<file path="config.mk">
export PLATFORM = sky130hd
export DESIGN_NAME = clk_div_multi
export DESIGN_NICKNAME = d
export VERILOG_FILES = /design/src/rtl/clk_div_pkg.sv /design/src/rtl/clk_div_chan.sv /design/src/rtl/clk_div_multi.sv
export SDC_FILE = /design/constraint.sdc
export NUM_CORES = 1
export LEC_CHECK = 0
export ABC_AREA = 1
export CORE_MARGIN = 2
export CORE_UTILIZATION = 38
export CTS_BUF_LIST = sky130_fd_sc_hd__clkbuf_8
export DETAILED_ROUTE_END_ITERATION = 8
export HOLD_SLACK_MARGIN = 0.06
export PLACE_DENSITY_LB_ADDON = 0.08
export RECOVER_POWER = 25
export SETUP_SLACK_MARGIN = 0.2
export SYNTH_ARGS = -nofsm -noshare
export SYNTH_HDL_FRONTEND = slang
export SYNTH_SLANG_ARGS = --single-unit
export TNS_END_PERCENT = 10
</file>
<file path="constraint.sdc">
create_clock -name CLK100MHZ -period 4.2 [get_ports CLK100MHZ]
set_input_delay 0.84 -clock CLK100MHZ [delete_from_list [all_inputs] [get_ports CLK100MHZ]]
set_output_delay 0.84 -clock CLK100MHZ [all_outputs]
set_load 0.05 [all_outputs]
</file>
<file path="src/rtl/clk_div_pkg.sv">
// Shared constants and helpers for the multi-channel clock divider.
// The defaults reproduce the original 100 MHz to 5 kHz divider.
package clk_div_pkg;

  localparam int unsigned DefaultCntW = 16;
  localparam int unsigned DefaultDiv  = 20000;

  // Width of a channel index; a single channel still gets a 1-bit select.
  function automatic int unsigned ch_idx_w(input int unsigned n);
    return (n > 1) ? $clog2(n) : 1;
  endfunction

endpackage

</file>
<file path="src/rtl/clk_div_chan.sv">
// One divider channel: period counter, active/pending divisor and registered
// clock/tick outputs. Divisor changes only take effect at a period boundary.
module clk_div_chan
  import clk_div_pkg::*;
#(
  parameter int unsigned CNT_W       = DefaultCntW,
  parameter int unsigned DEFAULT_DIV = DefaultDiv
) (
  input  logic             clk_i,
  input  logic             rst_ni,
  input  logic             en_i,
  input  logic             wr_i,
  input  logic [CNT_W-1:0] div_i,
  input  logic             sync_i,
  output logic             pending_o,
  output logic             clk_o,
  output logic             tick_o
);

  localparam logic [CNT_W-1:0] DivRst = CNT_W'(DEFAULT_DIV);
  localparam logic [CNT_W-1:0] One    = CNT_W'(1);

  logic [CNT_W-1:0] div_q, div_d;
  logic [CNT_W-1:0] pend_q, pend_d;
  logic [CNT_W-1:0] cnt_q, cnt_d;
  logic             pv_q, pv_d;
  logic             clk_q, clk_d;
  logic             tick_q, tick_d;
  logic             running, wrap, apply;

  always_comb begin
    running = en_i && (div_q != '0);
    wrap    = running && (cnt_q == div_q - One);
    apply   = pv_q && (wrap || !running || sync_i);
    div_d   = apply ? pend_q : div_q;
    // A write on the apply edge still lands in pend and keeps it valid.
    pend_d  = wr_i ? div_i : pend_q;
    pv_d    = wr_i | (pv_q & ~apply);

    cnt_d  = cnt_q;
    clk_d  = 1'b0;
    tick_d = 1'b0;
    if (!en_i) begin
      // Parked one short of wrap so re-enable starts a period immediately.
      cnt_d = div_d - One;
    end else if (sync_i) begin
      if (div_d != '0) begin
        cnt_d  = '0;
        tick_d = 1'b1;
        clk_d  = (div_d >> 1) != '0;
      end
    end else if (running) begin
      cnt_d  = wrap ? '0 : cnt_q + One;
      tick_d = (cnt_d == '0);
      clk_d  = cnt_d < (div_d >> 1);
    end
  end

  always_ff @(posedge clk_i or negedge rst_ni) begin
    if (!rst_ni) begin
      div_q  <= DivRst;
      pend_q <= '0;
      pv_q   <= 1'b0;
      cnt_q  <= DivRst - One;
      clk_q  <= 1'b0;
      tick_q <= 1'b0;
    end else begin
      div_q  <= div_d;
      pend_q <= pend_d;
      pv_q   <= pv_d;
      cnt_q  <= cnt_d;
      clk_q  <= clk_d;
      tick_q <= tick_d;
    end
  end

  assign pending_o = pv_q;
  assign clk_o     = clk_q;
  assign tick_o    = tick_q;

endmodule

</file>
<file path="src/rtl/clk_div_multi.sv">
// Multi-channel programmable clock/enable divider. Decodes divisor writes to
// per-channel strobes and broadcasts the phase-align pulse.
module clk_div_multi
  import clk_div_pkg::*;
#(
  parameter int unsigned NUM_CH      = 2,
  parameter int unsigned CNT_W       = DefaultCntW,
  parameter int unsigned DEFAULT_DIV = DefaultDiv
) (
  input  logic                          CLK100MHZ,
  input  logic                          CPU_RESETN,
  input  logic [NUM_CH-1:0]             en,
  input  logic                          cfg_wr,
  input  logic [ch_idx_w(NUM_CH)-1:0]   cfg_ch,
  input  logic [CNT_W-1:0]              cfg_div,
  input  logic                          sync_all,
  output logic [NUM_CH-1:0]             upd_pending,
  output logic [NUM_CH-1:0]             clk_out,
  output logic [NUM_CH-1:0]             tick
);

  localparam int unsigned ChW = ch_idx_w(NUM_CH);

  for (genvar i = 0; i < NUM_CH; i++) begin : g_ch
    logic wr;
    // Out-of-range channel indices match no channel and are dropped.
    assign wr = cfg_wr && (cfg_ch == ChW'(i));

    clk_div_chan #(
      .CNT_W       (CNT_W),
      .DEFAULT_DIV (DEFAULT_DIV)
    ) u_chan (
      .clk_i     (CLK100MHZ),
      .rst_ni    (CPU_RESETN),
      .en_i      (en[i]),
      .wr_i      (wr),
      .div_i     (cfg_div),
      .sync_i    (sync_all),
      .pending_o (upd_pending[i]),
      .clk_o     (clk_out[i]),
      .tick_o    (tick[i])
    );
  end

endmodule

</file>
==> results.md <==
* Synth area leader: dfrtp_1
* Die Footprint at 24,000 um^2
* Syn Nets at 1,387
* Cells along the critical path: nor2_2 -> nand2_2 -> nor2_4 -> nand3_1 -> nand3_1 -> nand2_1 -> nor2_1 -> nand2_1 -> nor2_1 -> nand2_1 -> nand2_2 -> buf_8 -> nand3b_1 -> nand2_2 -> ha_1 -> nand3_1 -> nor2_4 -> xor2_1 -> nand2_1 -> nand2_1 -> nand2_1 -> nand2_1
* Count of cell types in the netlist at 43
* Post-route antenna net violation count at 0
* Seq cells post-synth at 102
* Max FO, Critical Path at 29
* XOR/XNOR Fraction of Synth Area at 0.0494
* Slew Viols, Final at 57
* CP endpoint kind: flop
* WS Path Type: reg -> reg
* Cell Area, Synth at 8670 um^2
* Dpl hpwl at 23,000 um
* Hold Crit Class: reg -> reg
* Initial detailed-routing violation count at 763
* Worst-case clock buffer depth at 2
* I/O Pins at 29
* Worst vdd ir at 0.182 mV
* Via count at 8,316
* TritonCTS Buffers at 9
* Layout Skew at 0.0138 ns
* Gate Count Post-Synth at 1,328
* Die width at 155 um
* Core Area at 22,500 um^2
* Core Util, Final at 0.424
* DR vias/cell at 5.06
* Remaining global-route overflow at 0
* Simple-Gate Fraction of Synth Area at 0.427
* Vias in the first global route at 7,743
* Reg area at 2590 um^2
* Setup Viol. Count Final at 0
* Static Leak at 4.88 nW
* Drt first pass iters at 7
* Final setup margin at 0.431 ns
* Final Cycle Share at 0.897
* Worst slew margin at -0.0649
* Failing checks: capacitance limit, slew limit
* Share of cells above drive strength 1 at 0.106
* Element type at the critical path start: flop
* Total track usage at 0.240
* Worst Tran Pin Value at 1.60 ns
* Post-synthesis sequential area ratio at 0.298
* Area of the multi-input gates at 5290 um^2
* Compound-gate portion of the synthesized area at 0.0749
* TritonCTS Sinks at 102
* Crit path DAT at 4.12 ns
* Setup TNS after final layout at 0 ns
* Die H at 155 um
* Row count at 55
* Leading cell types in the layout, fill and taps excluded: nand2_1, inv_1, nor2_1
* Mux contribution to synthesized area at 0
* Reg clk slew, reported paths at 0.13 ns
* Area growth, synth to finish at 10.0%
* H-tree depth at 3
* Syn Area/Cell at 6.53 um^2
* Req. time, crit path at 4.55 ns
* Crit path max-delay family: simple AND/OR/NAND/NOR gates
* CP dominant cell by count: nand2_1
* First-pass GRT wire length at 44,300 um
* Fin nets at 1,413
* Gpl congestion at 0.946
* Unrepaired setup endpoints after global routing: yes
* Warnings from Yosys at 0
* Most common cell after layout, fill and taps aside: nand2_1
* TritonCTS clock tree: built
* Starting Density at 0.385
* Register-to-register setup slack at 0.43 ns
* Fmax at 265 MHz
* Largest family of logic cells by synthesized area: simple AND/OR/NAND/NOR gates
* Critical path's largest stage delay at 0.51 ns
* # DRC at 0
* Fill count at 2,464
* Clk Latency, worst-skew pair at 0.40 ns
* Routed WL at 28,300 um
* WL per Instance at 17.2 um
* Top cells by area, synth: dfrtp_1, nand2_1, dfstp_2
* Hold slack at 0.497 ns
* Clk root buf: clkbuf_8
* Synth Area in Adders at 0.0519
* Tmin final at 3.77 ns
* Fraction of post-synthesis cell area in the top cell type by area at 0.214
* Buf/Inv on CP at 1
* Pre-CTS setup slack at 0.338 ns
* ANT cells at 0
* Initial antenna violation count at 0
* Slowest cell on the critical path: dfrtp_1
* Port Buffer Count at 28
* Final Hold Fails at 0
* Status: complete, but fails checks
* Largest net degree at the start of global routing at 58
* Max cap viols at 1
* PD cells at 433 nW/um^2
-- final timing paths --
check	from	endpoint	depth (start not counted)
min in group asynchronous	CPU_RESETN	g_ch[1].u_chan.clk_o$_DFF_PN0_	1
max reg2reg	g_ch[1].u_chan.div_q[2]$_DFF_PN0_	g_ch[1].u_chan.cnt_q[6]$_DFFE_PN0P_	22
max	g_ch[1].u_chan.div_q[2]$_DFF_PN0_	g_ch[1].u_chan.cnt_q[6]$_DFFE_PN0P_	22
min	g_ch[0].u_chan.pend_q[8]$_DFFE_PN0P_	g_ch[0].u_chan.pend_q[8]$_DFFE_PN0P_	2
min reg2reg	g_ch[0].u_chan.pend_q[8]$_DFFE_PN0P_	g_ch[0].u_chan.pend_q[8]$_DFFE_PN0P_	2
max in group asynchronous	CPU_RESETN	g_ch[0].u_chan.cnt_q[4]$_DFFE_PN1P_	2
-- synthesized netlist by cell type, drive strengths merged --
master    n
nand4    22
o21ai    74
buf      18
xor2     35
nand3b   27
nor3b     4
nor3     10
o211ai    1
o21bai    1
ha       36
nor4     10
nand2   438
xnor2    13
clkbuf   15
or2       6
o22ai     4
inv     171
dfstp    28
a21oi    32
a21o      2
a22oi     3
dfrtp    74
and3      1
a211oi    3
nand3   129
nor2    171
-- logic make-up (layout without fill, tap and decap cells) --
family          after synthesis  after routing
simple gates                818            819
flops                       102            102
fa+ha+maj                    36             36
buf+inv                     204            234
compound gates              120            120
xor+xnor                     48             48
-- layer usage --
layer | GRT usage | up-vias | wire [um]
met5 | 0 | - | 0
met4 | 0.0335 | 0 | 157
met3 | 0.0365 | 11 | 1620
met2 | 0.332 | 224 | 11300
met1 | 0.394 | 3804 | 15200
li1 | - | 4277 | -
-- cell type report --
| cell class | instances | area share |
|---|---|---|
| clock buffer | 9 | 0.0130 |
| clock inverter | 7 | 0.00983 |
| inverter | 171 | 0.0673 |
| multi-input combinational | 1023 | 0.554 |
| sequential | 102 | 0.271 |
| tap | 285 | 0.0374 |
| timing repair buffer | 47 | 0.0472 |
-- registers in the layout (all words and copies together), names as in the netlist --
| name | cells |
|---|---|
| g_ch.u_chan.clk_o | 2 |
| g_ch.u_chan.cnt_q | 32 |
| g_ch.u_chan.div_q | 32 |
| g_ch.u_chan.pend_q | 32 |
| g_ch.u_chan.pending_o | 2 |
| g_ch.u_chan.tick_o | 2 |
-- worst min-delay path: stages (launching register included) --
cell and delay, ns:
dfrtp_1 0.35, nand2_1 0.06, o21ai_0 0.06
-- power breakdown --
part | leakage [nW] | total, mW | switching (mW) | internal (mW)
clock network | 0.108 | 0.704 | 0.456 | 0.248
registers | 1.22 | 1.47 | 0.270 | 1.20
logic | 3.56 | 1.96 | 1.29 | 0.666
total | 4.88 | 4.13 | 2.02 | 2.11
-- repair_timing --
action,4_1_cts,5_1_grt
hold buffers,0,0
buffers inserted,0,7
endpoints found under the hold margin,0,0
endpoints found under the setup margin,0,18
resized for setup,0,18
-- stage by stage --
step / instances / cell area [um^2] / power [mW]
final: 1644 / 9540 / 4.13
after CTS: 1636 / 9430 / 4.11
after detailed placement: 1620 / 9210 / 3.39
after global placement: 1620 / 9210 / 3.39
after floorplan: 1328 / 8670 / 2.79
after global routing: 1644 / 9540 / 4.48
Power figures use the tool's default switching activity.
